<file path="config.mk">
export PLATFORM = sky130hd
export DESIGN_NAME = stream_mux
export DESIGN_NICKNAME = d
export VERILOG_FILES = /design/src/rtl/stream_mux_pkg.sv /design/src/rtl/stream_mux_rr_arbiter.sv /design/src/rtl/stream_mux.sv
export SDC_FILE = /design/constraint.sdc
export NUM_CORES = 1
export LEC_CHECK = 0
export ABC_AREA = 0
export CAP_MARGIN = 20
export CORE_AREA = 8 8 222 224
export CTS_CLUSTER_SIZE = 24
export DETAILED_ROUTE_END_ITERATION = 10
export DIE_AREA = 0 0 230 232
export PLACE_DENSITY_LB_ADDON = 0.3
export SLEW_MARGIN = 20
export SYNTH_ARGS = -nofsm -noshare
export SYNTH_HDL_FRONTEND = slang
export SYNTH_SLANG_ARGS = --single-unit
</file>
<file path="constraint.sdc">
create_clock -name clk -period 9 [get_ports clk]
set_input_delay 1.35 -clock clk [delete_from_list [all_inputs] [get_ports clk]]
set_output_delay 1.35 -clock clk [all_outputs]
set_load 0.005 [all_outputs]
</file>
<file path="src/rtl/stream_mux_pkg.sv">
// Shared mode encoding and flattened-bus helpers for the stream multiplexer.
package mux_pkg;

  typedef logic mux_mode_t;

  localparam mux_mode_t MODE_FIXED = 1'b0;
  localparam mux_mode_t MODE_RR    = 1'b1;

  // LSB position of channel idx inside a flattened bus of width-wide channels.
  function automatic int slice_lsb(input int idx, input int width);
    return idx * width;
  endfunction

endpackage

</file>
<file path="src/rtl/stream_mux_rr_arbiter.sv">
// Rotating-priority encoder: first asserted req at or above ptr, wrapping at N-1.
// Purely combinational; grant_valid low when no request is present.
module rr_arbiter
  import mux_pkg::*;
#(
  parameter int N  = 16,
  parameter int SW = $clog2(N)
) (
  input  logic [N-1:0]  req,
  input  logic [SW-1:0] ptr,
  output logic [SW-1:0] grant,
  output logic          grant_valid
);

  logic [SW-1:0] w_idx;

  // Scan from the farthest candidate down so the nearest one to ptr wins last.
  always_comb begin
    grant       = '0;
    grant_valid = 1'b0;
    w_idx       = '0;
    for (int k = N - 1; k >= 0; k--) begin
      w_idx = SW'((int'(ptr) + k) % N);
      if (req[w_idx]) begin
        grant       = w_idx;
        grant_valid = 1'b1;
      end
    end
  end

endmodule

</file>
<file path="src/rtl/stream_mux.sv">
// Registered N-to-1 valid/ready mux (fixed select or round-robin), 1-cycle latency.
// Single output stage drains and refills in the same cycle; in_ready all low on stall.
module stream_mux
  import mux_pkg::*;
#(
  parameter int NUM_IN    = 16,
  parameter int IN_WIDTH  = 32,
  parameter int SEL_WIDTH = $clog2(NUM_IN)
) (
  input  logic                         clk,
  input  logic                         rst,
  input  logic [NUM_IN*IN_WIDTH-1:0]   in_data,
  input  logic [NUM_IN-1:0]            in_valid,
  output logic [NUM_IN-1:0]            in_ready,
  input  mux_mode_t                    mode,
  input  logic [SEL_WIDTH-1:0]         sel,
  output logic [IN_WIDTH-1:0]          out_data,
  output logic [SEL_WIDTH-1:0]         out_sel,
  output logic                         out_valid,
  input  logic                         out_ready
);

  logic [IN_WIDTH-1:0]  r_out_data;
  logic [SEL_WIDTH-1:0] r_out_sel;
  logic                 r_out_valid;
  logic [SEL_WIDTH-1:0] r_ptr;

  logic [IN_WIDTH-1:0]  w_chan [NUM_IN];
  logic [SEL_WIDTH-1:0] w_rr_grant;
  logic                 w_rr_grant_vld;
  logic                 w_sel_in_range;
  logic                 w_fixed_grant_vld;
  logic [SEL_WIDTH-1:0] w_grant;
  logic                 w_grant_vld;
  logic                 w_can_accept;
  logic                 w_xfer;
  logic [IN_WIDTH-1:0]  w_grant_data;
  logic [SEL_WIDTH-1:0] w_ptr_next;

  for (genvar i = 0; i < NUM_IN; i++) begin : g_chan
    assign w_chan[i] = in_data[slice_lsb(i, IN_WIDTH) +: IN_WIDTH];
  end

  // Only a non-power-of-two channel count leaves sel codes without a channel.
  if ((1 << SEL_WIDTH) == NUM_IN) begin : g_pow2
    assign w_sel_in_range = 1'b1;
  end else begin : g_npow2
    assign w_sel_in_range = (int'(sel) < NUM_IN);
  end

  rr_arbiter #(
    .N  (NUM_IN),
    .SW (SEL_WIDTH)
  ) u_rr_arbiter (
    .req         (in_valid),
    .ptr         (r_ptr),
    .grant       (w_rr_grant),
    .grant_valid (w_rr_grant_vld)
  );

  assign w_fixed_grant_vld = w_sel_in_range && in_valid[sel];
  assign w_grant           = (mode == MODE_RR) ? w_rr_grant : sel;
  assign w_grant_vld       = (mode == MODE_RR) ? w_rr_grant_vld : w_fixed_grant_vld;
  assign w_can_accept      = !r_out_valid || out_ready;
  assign w_xfer            = w_can_accept && w_grant_vld && !rst;
  assign w_grant_data      = w_chan[w_grant];
  assign w_ptr_next        = (w_grant == SEL_WIDTH'(NUM_IN - 1)) ? '0
                                                                 : w_grant + SEL_WIDTH'(1);

  always_comb begin
    in_ready = '0;
    if (w_xfer) begin
      in_ready[w_grant] = 1'b1;
    end
  end

  always_ff @(posedge clk or posedge rst) begin
    if (rst) begin
      r_out_valid <= 1'b0;
      r_out_data  <= '0;
      r_out_sel   <= '0;
      r_ptr       <= '0;
    end else begin
      if (w_xfer) begin
        r_out_valid <= 1'b1;
        r_out_data  <= w_grant_data;
        r_out_sel   <= w_grant;
        if (mode == MODE_RR) begin
          r_ptr <= w_ptr_next;
        end
      end else if (out_ready) begin
        r_out_valid <= 1'b0;
      end
    end
  end

  assign out_data  = r_out_data;
  assign out_sel   = r_out_sel;
  assign out_valid = r_out_valid;

endmodule

</file>
==> impl_metrics.env <==
export IMPL_clkSlewWorstSetupHoldPaths_ps=70
export IMPL_crit_path_cell_trace="clkdlybuf4s50_1 -> mux4_2 -> mux4_2 -> or2_1 -> or3_1 -> o32ai_1 -> a211oi_1 -> o21ai_4 -> buf_4 -> ha_1 -> nand2_1 -> nor3_1 -> clkdlybuf4s50_1"
export IMPL_drt_pass1_iter_count=5
export IMPL_path_max_fanout=82
export IMPL_cts_buffers_inserted=5
export IMPL_portion_of_the_clock_cycle_consumed_by_the_worst_path_in_the_final_layout_pct=85.4
export IMPL_global_route_wire_length_before_repair_um=81900
export IMPL_rsz0062_at_grt="no"
export IMPL_drive_gt1_share_pct=7.34
export IMPL_clock_insertion_delay_worst_skew_ps=330
export IMPL_yosysSeqAreaShare_pct=12.0
export IMPL_drc=0
export IMPL_r2r_slack_ps=1800
export IMPL_worstPathBufferInverterCount=3
export IMPL_run_status="completed"
export IMPL_worst_hold_path_type="reg -> reg"
export IMPL_postSynthNetCount=1790
export IMPL_critical_path_at_ps=6340
export IMPL_synth_lib_cells_used_distinct=64
export IMPL_timing_critical_path_slowest_stage_cell="sky130_fd_sc_hd__buf_4"
export IMPL_port_buffers=588
export IMPL_power_ir_vdd_worst_mv=0.297
export IMPL_finalWorstPathRequiredPeriod_ps=7690
export IMPL_fp_dieH_um=232
export IMPL_design_die_area_mm2=0.0534
export IMPL_finalPower_w=0.00580
export IMPL_mappedNetlistArea_mm2=0.00854
export IMPL_drt_iter0_markers=883
export IMPL_grt_pass1_vias=11900
export IMPL_ff2ff_path_depth=15
export IMPL_vias_per_cell=4.97
export IMPL_num_vias=11800
export IMPL_hold_depth=1
export IMPL_route_detailed_wl_per_inst_um=24.6
export IMPL_criticalPathCategory="in -> out"
export IMPL_clock_sinks=41
export IMPL_holdWs_ps=511
export IMPL_critical_path_reg2reg_endpoint="out_data[29]"
export IMPL_netlist_instances=1243
export IMPL_initial_core_util_pct=18.6
export IMPL_drv_cap=0
export IMPL_clockBufferDepth=2
export IMPL_slew_viol_final=0
export IMPL_crit_path_start_kind="input pin"
export IMPL_globalRouteOverflowTotal=0
export IMPL_required_ps=7650
export IMPL_groute_usage_overall_pct=20.4
export IMPL_tns_ps=0
export IMPL_hold_start="out_sel[2]"
export IMPL_worst_path_dominant_cell_family="buffers and inverters"
export IMPL_ctsHtreeMaxLevel=2
export IMPL_path_depth=13
export IMPL_cts_repair_resize_count=0
export IMPL_yosysWarnings=0
export IMPL_crit_path_capture_type="output port"
export IMPL_finalHoldViolations=0
export IMPL_cts_hold_buffers_added=0
export IMPL_ys_async_sr_fraction_pct=100
export IMPL_synth_ff_latch_count=41
export IMPL_worst_path_max_stage_delay_ps=680
export IMPL_num_fill_cells=5002
export IMPL_antenna_left=0
export IMPL_place_detailed_hpwl_um=47800
export IMPL_grt_max_degree=202
export IMPL_finalSetupViolations=0
export IMPL_synth_ff_type="sky130_fd_sc_hd__dfrtp_1"
export IMPL_synth_edff_count=0
export IMPL_p_leak_nw=5.94
export IMPL_cts_post_setup_buffers_inserted=0
export IMPL_grt_antenna_before_repair=6
export IMPL_regToRegStartpoint="r_ptr[0]"
export IMPL_clock_tree_root_cell="sky130_fd_sc_hd__clkbuf_16"
export IMPL_worst_slew_pin_slew_ps=1210
export IMPL_syn_avg_cell_area_um2=6.87
export IMPL_rows=79
export IMPL_wirelength_um=58200
export IMPL_timing_fmax_ghz=0.130
export IMPL_worst_slew_margin_rel_pct=19.5
export IMPL_min_delay_worst_endpoint="out_sel[2]"
export IMPL_synthToLayoutAreaGrowth_pct=76.4
export IMPL_power_per_cell_area_mw_per_mm2=385
export IMPL_coreArea_mm2=0.0459
export IMPL_finalNetCount=2304
export IMPL_pin_count=589
export IMPL_globalplace_congestion=0.933
export IMPL_die_width_um=230
export IMPL_final_skew_ps=10.6
export IMPL_tritoncts="done"
## Yosys cell counts, types with 3 or more instances
cell | instances | area, µm²
sky130_fd_sc_hd__nor2_1 | 68 | 255
sky130_fd_sc_hd__inv_2 | 3 | 11.3
sky130_fd_sc_hd__mux4_2 | 34 | 766
sky130_fd_sc_hd__nand2b_1 | 7 | 43.8
sky130_fd_sc_hd__xor2_1 | 3 | 26.3
sky130_fd_sc_hd__nor4_1 | 24 | 150
sky130_fd_sc_hd__nand3_1 | 32 | 160
sky130_fd_sc_hd__a311o_1 | 3 | 30.0
sky130_fd_sc_hd__nor2b_1 | 7 | 43.8
sky130_fd_sc_hd__buf_6 | 3 | 33.8
sky130_fd_sc_hd__o221ai_1 | 7 | 61.3
sky130_fd_sc_hd__clkbuf_1 | 48 | 180
sky130_fd_sc_hd__o211ai_1 | 6 | 45.0
sky130_fd_sc_hd__o22ai_1 | 9 | 56.3
sky130_fd_sc_hd__o41a_1 | 4 | 45.0
sky130_fd_sc_hd__buf_1 | 6 | 22.5
sky130_fd_sc_hd__or2_2 | 5 | 31.3
sky130_fd_sc_hd__a21oi_1 | 124 | 621
sky130_fd_sc_hd__and3_1 | 65 | 407
sky130_fd_sc_hd__o21ai_0 | 13 | 65.1
sky130_fd_sc_hd__xnor2_1 | 7 | 61.3
sky130_fd_sc_hd__a31oi_1 | 54 | 338
sky130_fd_sc_hd__and2_1 | 4 | 25.0
sky130_fd_sc_hd__a211oi_1 | 4 | 30.0
sky130_fd_sc_hd__o2111ai_1 | 4 | 35.0
sky130_fd_sc_hd__mux2i_1 | 99 | 991
sky130_fd_sc_hd__buf_2 | 41 | 205
sky130_fd_sc_hd__nor3_1 | 10 | 50.1
sky130_fd_sc_hd__mux2_2 | 45 | 507
sky130_fd_sc_hd__o32a_1 | 21 | 210
sky130_fd_sc_hd__buf_4 | 7 | 52.6
sky130_fd_sc_hd__ha_1 | 11 | 138
sky130_fd_sc_hd__dfrtp_1 | 41 | 1030
sky130_fd_sc_hd__a2111oi_0 | 5 | 43.8
sky130_fd_sc_hd__inv_1 | 13 | 48.8
sky130_fd_sc_hd__o31a_1 | 4 | 35.0
sky130_fd_sc_hd__nand2_1 | 364 | 1370
sky130_fd_sc_hd__a22oi_1 | 5 | 37.5
## final cells by class
| cell class | count | area (µm²) | share of cell area, % |
|---|---|---|---|
| inverters | 17 | 71.3 | 0.473 |
| well taps | 607 | 759 | 5.04 |
| clock buffers | 6 | 129 | 0.855 |
| clock inverters | 2 | 15.0 | 0.0996 |
| multi-input cells | 1080 | 6990 | 46.3 |
| repair buffers | 612 | 6080 | 40.3 |
| flip-flops and latches | 41 | 1030 | 6.81 |
| diodes | 3 | 7.51 | 0.0498 |
## power by group
group	switching [W]	internal, W	leakage [nW]
sequential	0.0000633	0.000281	0.467
combinational	0.00321	0.00204	5.41
clock	0.000101	0.000104	0.0631
total	0.00337	0.00243	5.94
## stage by stage
stage / cells / area (µm²) / util (%) / setup slack (ps)
global placement: 2357 / 14900 / 32.5 / 1300
global route: 2368 / 15100 / 32.9 / 954
floorplan: 1243 / 8540 / - / 2580
CTS: 2365 / 15100 / 32.8 / 1340
detailed placement: 2357 / 14900 / 32.5 / 1370
finish: 2368 / 15100 / 32.9 / 1310
## routing by layer
| layer | GRT usage, % | up-vias | wire length (µm) |
|---|---|---|---|
| li1 | - | 5569 | - |
| met3 | 4.10 | 49 | 4030 |
| met5 | 0 | - | 41 |
| met2 | 35.0 | 559 | 28700 |
| met4 | 4.95 | 6 | 1070 |
| met1 | 26.1 | 5588 | 24400 |
## cell families (layout without fill, tap and decap cells)
family	Yosys count	count (layout)	share of synthesized area [%]
DFF	41	41	12.0
xor gates and xnor gates	10	10	1.03
muxes	178	178	26.5
buffers and inverters	122	637	6.53
other	0	3	0
adders and majority gates	11	11	1.61
and+or+nand+nor	593	593	30.2
AOI/OAI and AO/OA	288	288	22.1
## worst max-delay path by stage
stage | endpoint | start
floorplan | in_ready[10] | r_ptr[1]
global placement | in_ready[9] | in_valid[10]
detailed placement | in_ready[9] | in_valid[5]
CTS | in_ready[10] | r_ptr[0]
global route | in_ready[9] | r_ptr[0]
finish | in_ready[9] | in_valid[5]
## worst register-to-register path, stage by stage, from the launching register on
cell                       delay [ps]
sky130_fd_sc_hd__dfrtp_1          350
sky130_fd_sc_hd__clkinv_1         310
sky130_fd_sc_hd__ha_1            1130
sky130_fd_sc_hd__mux4_2           670
sky130_fd_sc_hd__mux2_2           350
sky130_fd_sc_hd__mux2i_1          470
sky130_fd_sc_hd__nor2b_1          280
sky130_fd_sc_hd__and3_1           200
sky130_fd_sc_hd__o32ai_1           90
sky130_fd_sc_hd__a211oi_1         490
sky130_fd_sc_hd__o21ai_4          170
sky130_fd_sc_hd__inv_8            350
sky130_fd_sc_hd__buf_12           620
sky130_fd_sc_hd__mux2i_1          880
sky130_fd_sc_hd__o221ai_1         280
sky130_fd_sc_hd__o41a_1           470
## registers in the layout (all words and copies together) (netlist names)
register,flops
out_data,32
out_sel,4
out_valid,1
r_ptr,4
## cell usage in the layout, fill, tap and decap left out, types with 11 or more instances in the layout
| cell type | instances |
|---|---|
| sky130_fd_sc_hd__and3_1 | 65 |
| sky130_fd_sc_hd__buf_4 | 23 |
| sky130_fd_sc_hd__nor2_1 | 68 |
| sky130_fd_sc_hd__nor4_1 | 24 |
| sky130_fd_sc_hd__o21ai_0 | 13 |
| sky130_fd_sc_hd__o32a_1 | 21 |
| sky130_fd_sc_hd__nand2_1 | 364 |
| sky130_fd_sc_hd__mux2_2 | 45 |
| sky130_fd_sc_hd__clkdlybuf4s50_1 | 588 |
| sky130_fd_sc_hd__a21oi_1 | 124 |
| sky130_fd_sc_hd__ha_1 | 11 |
| sky130_fd_sc_hd__inv_1 | 11 |
| sky130_fd_sc_hd__mux4_2 | 34 |
| sky130_fd_sc_hd__mux2i_1 | 99 |
| sky130_fd_sc_hd__nand3_1 | 32 |
| sky130_fd_sc_hd__a31oi_1 | 53 |
| sky130_fd_sc_hd__dfrtp_1 | 41 |
Power figures use the tool's default switching activity.
